## src/rtl/bsg_sram_1rw_port_arb.sv

```systemverilog
// Shares one 1RW SRAM macro between a write client and a read client, round-robin on contention.
// Read data lands in a 2-entry FIFO two cycles after accept; r_ready_o drops unless a FIFO slot is guaranteed.
module bsg_sram_1rw_port_arb #(
   parameter  int width_p       = 32,
   parameter  int els_p         = 8,
   localparam int addr_width_lp = $clog2(els_p)
) (
   input  logic                     clk_i,
   input  logic                     reset_n_i,

   input  logic                     w_v_i,
   input  logic [addr_width_lp-1:0] w_addr_i,
   input  logic [width_p-1:0]       w_data_i,
   output logic                     w_ready_o,

   input  logic                     r_v_i,
   input  logic [addr_width_lp-1:0] r_addr_i,
   output logic                     r_ready_o,
   output logic [width_p-1:0]       r_data_o,
   output logic                     r_v_o,
   input  logic                     r_yumi_i,

   output logic                     sram_ce_o,
   output logic                     sram_we_o,
   output logic [addr_width_lp-1:0] sram_addr_o,
   output logic [width_p-1:0]       sram_wdata_o,
   output logic [width_p-1:0]       sram_wmask_o,
   input  logic [width_p-1:0]       sram_rdata_i
);

   logic                last_grant_r;
   logic                inflight_r;
   logic [1:0]          count_r;
   logic                head_r;
   logic                tail_r;
   logic [width_p-1:0]  fifo_mem_r [2];

   logic [2:0]          occupancy;
   logic                read_ok;
   logic                w_elig;
   logic                r_elig;
   logic                grant_w;
   logic                grant_r;
   logic                deq;

   // Occupancy counts the read still in the macro, so a granted read always finds a slot.
   always_comb begin
      occupancy = {1'b0, count_r} + {2'b00, inflight_r} - {2'b00, r_yumi_i};
      read_ok   = occupancy < 3'd2;
      w_elig    = reset_n_i & w_v_i;
      r_elig    = reset_n_i & r_v_i & read_ok;
      grant_w   = w_elig & (~r_elig | last_grant_r);
      grant_r   = r_elig & (~w_elig | ~last_grant_r);
   end

   assign w_ready_o    = grant_w;
   assign r_ready_o    = grant_r;
   assign sram_ce_o    = grant_w | grant_r;
   assign sram_we_o    = grant_w;
   assign sram_addr_o  = grant_r ? r_addr_i : w_addr_i;
   assign sram_wdata_o = w_data_i;
   assign sram_wmask_o = '0;

   assign r_v_o    = (count_r != 2'd0);
   assign r_data_o = fifo_mem_r[head_r];
   assign deq      = r_yumi_i & r_v_o;

   always_ff @(posedge clk_i or negedge reset_n_i) begin
      if (!reset_n_i) begin
         last_grant_r <= 1'b1;
         inflight_r   <= 1'b0;
         count_r      <= 2'd0;
         head_r       <= 1'b0;
         tail_r       <= 1'b0;
      end else begin
         if (grant_w) begin
            last_grant_r <= 1'b0;
         end else if (grant_r) begin
            last_grant_r <= 1'b1;
         end
         inflight_r <= grant_r;
         if (inflight_r) begin
            tail_r <= ~tail_r;
         end
         if (deq) begin
            head_r <= ~head_r;
         end
         if (inflight_r && !deq) begin
            count_r <= count_r + 2'd1;
         end else if (!inflight_r && deq) begin
            count_r <= count_r - 2'd1;
         end
      end
   end

   always_ff @(posedge clk_i) begin
      if (inflight_r) begin
         fifo_mem_r[tail_r] <= sram_rdata_i;
      end
   end

   always_ff @(posedge clk_i) begin
      if (reset_n_i) begin
         assert (!(r_yumi_i && !r_v_o))
            else $error("r_yumi_i asserted while read FIFO is empty");
      end
   end

endmodule

```

## config.mk

```make
export PLATFORM = sky130hd
export DESIGN_NAME = bsg_sram_1rw_port_arb
export DESIGN_NICKNAME = d
export VERILOG_FILES = /design/src/rtl/bsg_sram_1rw_port_arb.sv
export SDC_FILE = /design/constraint.sdc
export NUM_CORES = 1
export LEC_CHECK = 0
export CAP_MARGIN = 20
export CORE_MARGIN = 4
export CORE_UTILIZATION = 41
export DETAILED_ROUTE_END_ITERATION = 10
export PLACE_DENSITY = 0.81
export SYNTH_ARGS = -nofsm -noshare
export SYNTH_HDL_FRONTEND = slang
export SYNTH_SLANG_ARGS = --single-unit
export TNS_END_PERCENT = 100
```

## constraint.sdc

```tcl
create_clock -name clk_i -period 3.8 [get_ports clk_i]
set_input_delay 0.76 -clock clk_i [delete_from_list [all_inputs] [get_ports clk_i]]
set_output_delay 0.76 -clock clk_i [all_outputs]
set_load 0.05 [all_outputs]
```

==> flow_summary.ini, run 1 <==
[setup_path]
criticalPathCategory = input pin to output pin
cp.arrival_ns = 3.00
end_kind = output pin
worstPathRequired_ns = 3.04
critical_path.max_stage_delay_ns = 0.50
crit_path_start_kind = input pin
cp_slowest_cell = sky130_fd_sc_hd__fa_1
cp_cell_sequence = clkdlybuf4s50_1 > ha_1 > nand2b_1 > fa_1 > and3_4 > nand3_4 > mux2_1 > buf_4
cp_max_fo = 4

[routing]
detailedRoute.firstPassIterationCount = 4
post_drt_wl_per_cell_um = 14.0
initialDrtViolationCount = 33
post-route-drc-count = 0
antenna_left = 0
routed_wirelength_um = 5080
dr_total_vias = 1584
vias_per_cell = 4.35

[logic_synthesis]
syn-cell-area_mm2 = 0.00317
synth.ff_latch_count = 70
ys_warn_count = 0
post_synthesis_adder_cell_area_fraction = 0.0142
synth_xor_xnor_area_share = 0.0189
synth.lib_cells_used.distinct = 24
synth_largest_type_area_fraction = 0.605
asyncSetResetFlopFracSynth = 0.0857
synth_seq_area_share = 0.653
netlist_top_cells_area = sky130_fd_sc_hd__edfxtp_1 (61%), sky130_fd_sc_hd__buf_4 (15%), sky130_fd_sc_hd__mux2_2 (11%)
dominantRegCellSynth = sky130_fd_sc_hd__edfxtp_1
syn-instance-count = 202
synthSimpleGateAreaFrac = 0.0213
synth_enable_flop_cells = 64
combinational_family_with_the_most_area_after_synthesis = buffers and inverters
yosys.area.top_type = sky130_fd_sc_hd__edfxtp_1
avgSynthCellArea_um2 = 15.7
synth_mux_area_frac = 0.124
share_of_the_synthesized_area_in_compound_gates_ao_oa_aoi_oai = 0.00355

[pwr]
share_seq_of_total_power = 0.337
totalPowerFinal_w = 0.00298
power_report.internal_total_w = 0.00182
power-per-cell-area_mw_per_mm2 = 740
leakagePower_nw = 1.46
power.share.clock = 0.213
power.combinational.fraction = 0.451
vdd_drop_max_mv = 0.520
netSwitchingPower_w = 0.00116
swShare = 0.389

[cts]
cts_root_buf = sky130_fd_sc_hd__clkbuf_8
cts.htree.levels = 3
cts_made_buffers = 9
maximum_clock_insertion_buffer_count = 2
clock_latency_ns = 0.34
tritoncts = yes
clkTransAtPathRegs_ns = 0.07
clock_sinks = 70

[sta]
period_needed_ns = 3.76
hold_viol_final = 0
setup_violations = 0
grt_setup_unrepaired = yes
clock_skews_ns = 0.00863
drv_slew = 0
max-slew-margin-rel = 0.378
worst_slew_pin_slew_ns = 0.932
final_min_period_over_clock_period = 0.990
highest_clock_rate_mhz = 266

[cells_and_area]
layout.cells.non_filler = 364
num_antenna_cells = 0
n_fill_cell = 595
nNetsFinal = 338
ff_latch_area_mm2 = 0.00207
drive_above_1_share = 0.249
finalInstanceArea_mm2 = 0.00403
area_growth_pct = 26.8
multiInputGateArea_um2 = 729

[placed_design]
postPlaceCellArea_mm2 = 0.00379
placedCellCount = 347
io_buffers = 82
routabilityCongestion = 0.661
dpl.hpwl_um = 3490

[grt]
overflow = 0
via_count_of_the_first_global_routing_pass = 1579
grt_pass1_wl_um = 7520
grt_max_degree = 34
grt_antenna_before_repair = 0
grtUsageTotal = 0.111

[floorplan]
core_ar_mm2 = 0.00737
die_area_mm2 = 0.00921
die_y_um = 96.0
io_pins = 179
initial_core_util = 0.431
placement_rows = 31
die-width_um = 96.0

[run]
max_cap_violations = 0

[outcome]
status = finished clean

[hold_path]
min-delay-path-class = flop to flop
-- through the flow --
step | setup slack (ns) | hold slack (ns) | utilization | setup TNS [ns]
after floorplan | 0.333 | 0.453 | - | 0
after global placement | 0.0797 | 0.484 | 0.514 | 0
after detailed placement | 0.0193 | 0.488 | 0.514 | 0
after CTS | 0.0131 | 0.499 | 0.543 | 0
after global routing | -0.0428 | 0.518 | 0.546 | -0.0741
final | 0.0381 | 0.502 | 0.546 | 0
-- critical path, delay by kind of cell --
family                   cells  cell delay, ns
buffers and inverters        2            0.63
multiplexers                 1            0.34
adder cells (fa/ha/maj)      2            0.79
AND/OR/NAND/NOR              3            0.48
-- cell usage after synthesis (2+ instances only) --
| cell | count |
|---|---|
| sky130_fd_sc_hd__buf_2 | 4 |
| sky130_fd_sc_hd__buf_4 | 65 |
| sky130_fd_sc_hd__dfrtp_1 | 5 |
| sky130_fd_sc_hd__edfxtp_1 | 64 |
| sky130_fd_sc_hd__ha_1 | 2 |
| sky130_fd_sc_hd__inv_1 | 3 |
| sky130_fd_sc_hd__mux2_1 | 3 |
| sky130_fd_sc_hd__mux2_2 | 32 |
| sky130_fd_sc_hd__nand2_1 | 6 |
| sky130_fd_sc_hd__xnor2_1 | 2 |
| sky130_fd_sc_hd__xor2_1 | 3 |
-- registers in the layout, indices dropped and copies added (netlist names) --
signal,cells
count_r,2
fifo_mem_r,64
head_r,1
inflight_r,1
last_grant_r,1
tail_r,1
-- area by class of cell --
type	instances	share of cell area
multi-input combinational	91	0.181
sequential	70	0.515
timing repair buffer	85	0.218
clock buffer	9	0.0308
inverter	3	0.00280
clock inverter	7	0.0221
tap	99	0.0308
-- path summary, 6_finish.rpt --
check                                   from        endpoint  slack (ns)  depth (start not counted)
min in group asynchronous          reset_n_i      count_r[1]        0.68                          2
worst max register to register    count_r[0]      inflight_r        1.74                          8
worst min register to register  last_grant_r    last_grant_r        0.50                          2
worst min-delay path            last_grant_r    last_grant_r        0.50                          2
worst max-delay path                r_yumi_i  sram_addr_o[2]        0.04                          8
max in group asynchronous          reset_n_i    last_grant_r        2.91                          2
-- routing by layer --
metal / part of all wire / GRT usage
met1: 0.37 / 0.119
met4: 0.015 / 0.0474
met3: 0.095 / 0.0524
met5: 0 / 0
met2: 0.52 / 0.187
-- timing repair --
action                                  in CTS  in global routing
setup buffers                                0                  1
hold buffers                                 0                  0
gates resized for setup                      0                  3
endpoints found under the setup margin       0                  3
-- power by group through the flow --
stage | logic, W | registers, W | clock network, W
floorplan | 0.00107 | 0.00101 | 0
global placement | 0.00132 | 0.00101 | 0
detailed placement | 0.00133 | 0.00102 | 0
CTS | 0.00134 | 0.00100 | 0.000653
global route | 0.00141 | 0.00102 | 0.000698
finish | 0.00134 | 0.00100 | 0.000634
-- layout by cell type (no fill, tap or decap), drive strengths merged, types with 2 or more instances in the layout --
cell	instances
clkdlybuf4s50	75
edfxtp	64
mux2	35
conb	32
buf	10
clkbuf	9
nand2	6
dfrtp	5
inv	3
xor2	3
xnor2	3
clkinv	3
ha	2
clkinvlp	2
bufinv	2
-- cells by family (layout without fill, tap and decap cells) --
family	Yosys count	in the layout
buffers and inverters	72	104
AO/OA/AOI/OAI	2	2
XOR/XNOR	6	6
AND/OR/NAND/NOR	13	13
adder cells (fa/ha/maj)	3	3
other	1	32
flip-flops	70	70
multiplexers	35	35
Power figures use the tool's default switching activity.
==> run 2: changes to the inputs <==
--- a/config.mk
+++ b/config.mk
@@ -9,6 +9,8 @@
 export CORE_MARGIN = 4
 export CORE_UTILIZATION = 41
 export DETAILED_ROUTE_END_ITERATION = 10
+export GPL_ROUTABILITY_DRIVEN = 0
+export HOLD_SLACK_MARGIN = 0.06
 export PLACE_DENSITY = 0.81
 export SYNTH_ARGS = -nofsm -noshare
 export SYNTH_HDL_FRONTEND = slang
==> results of run 2 <==
Final layout, timing and power as in run 1 (identical DEF).
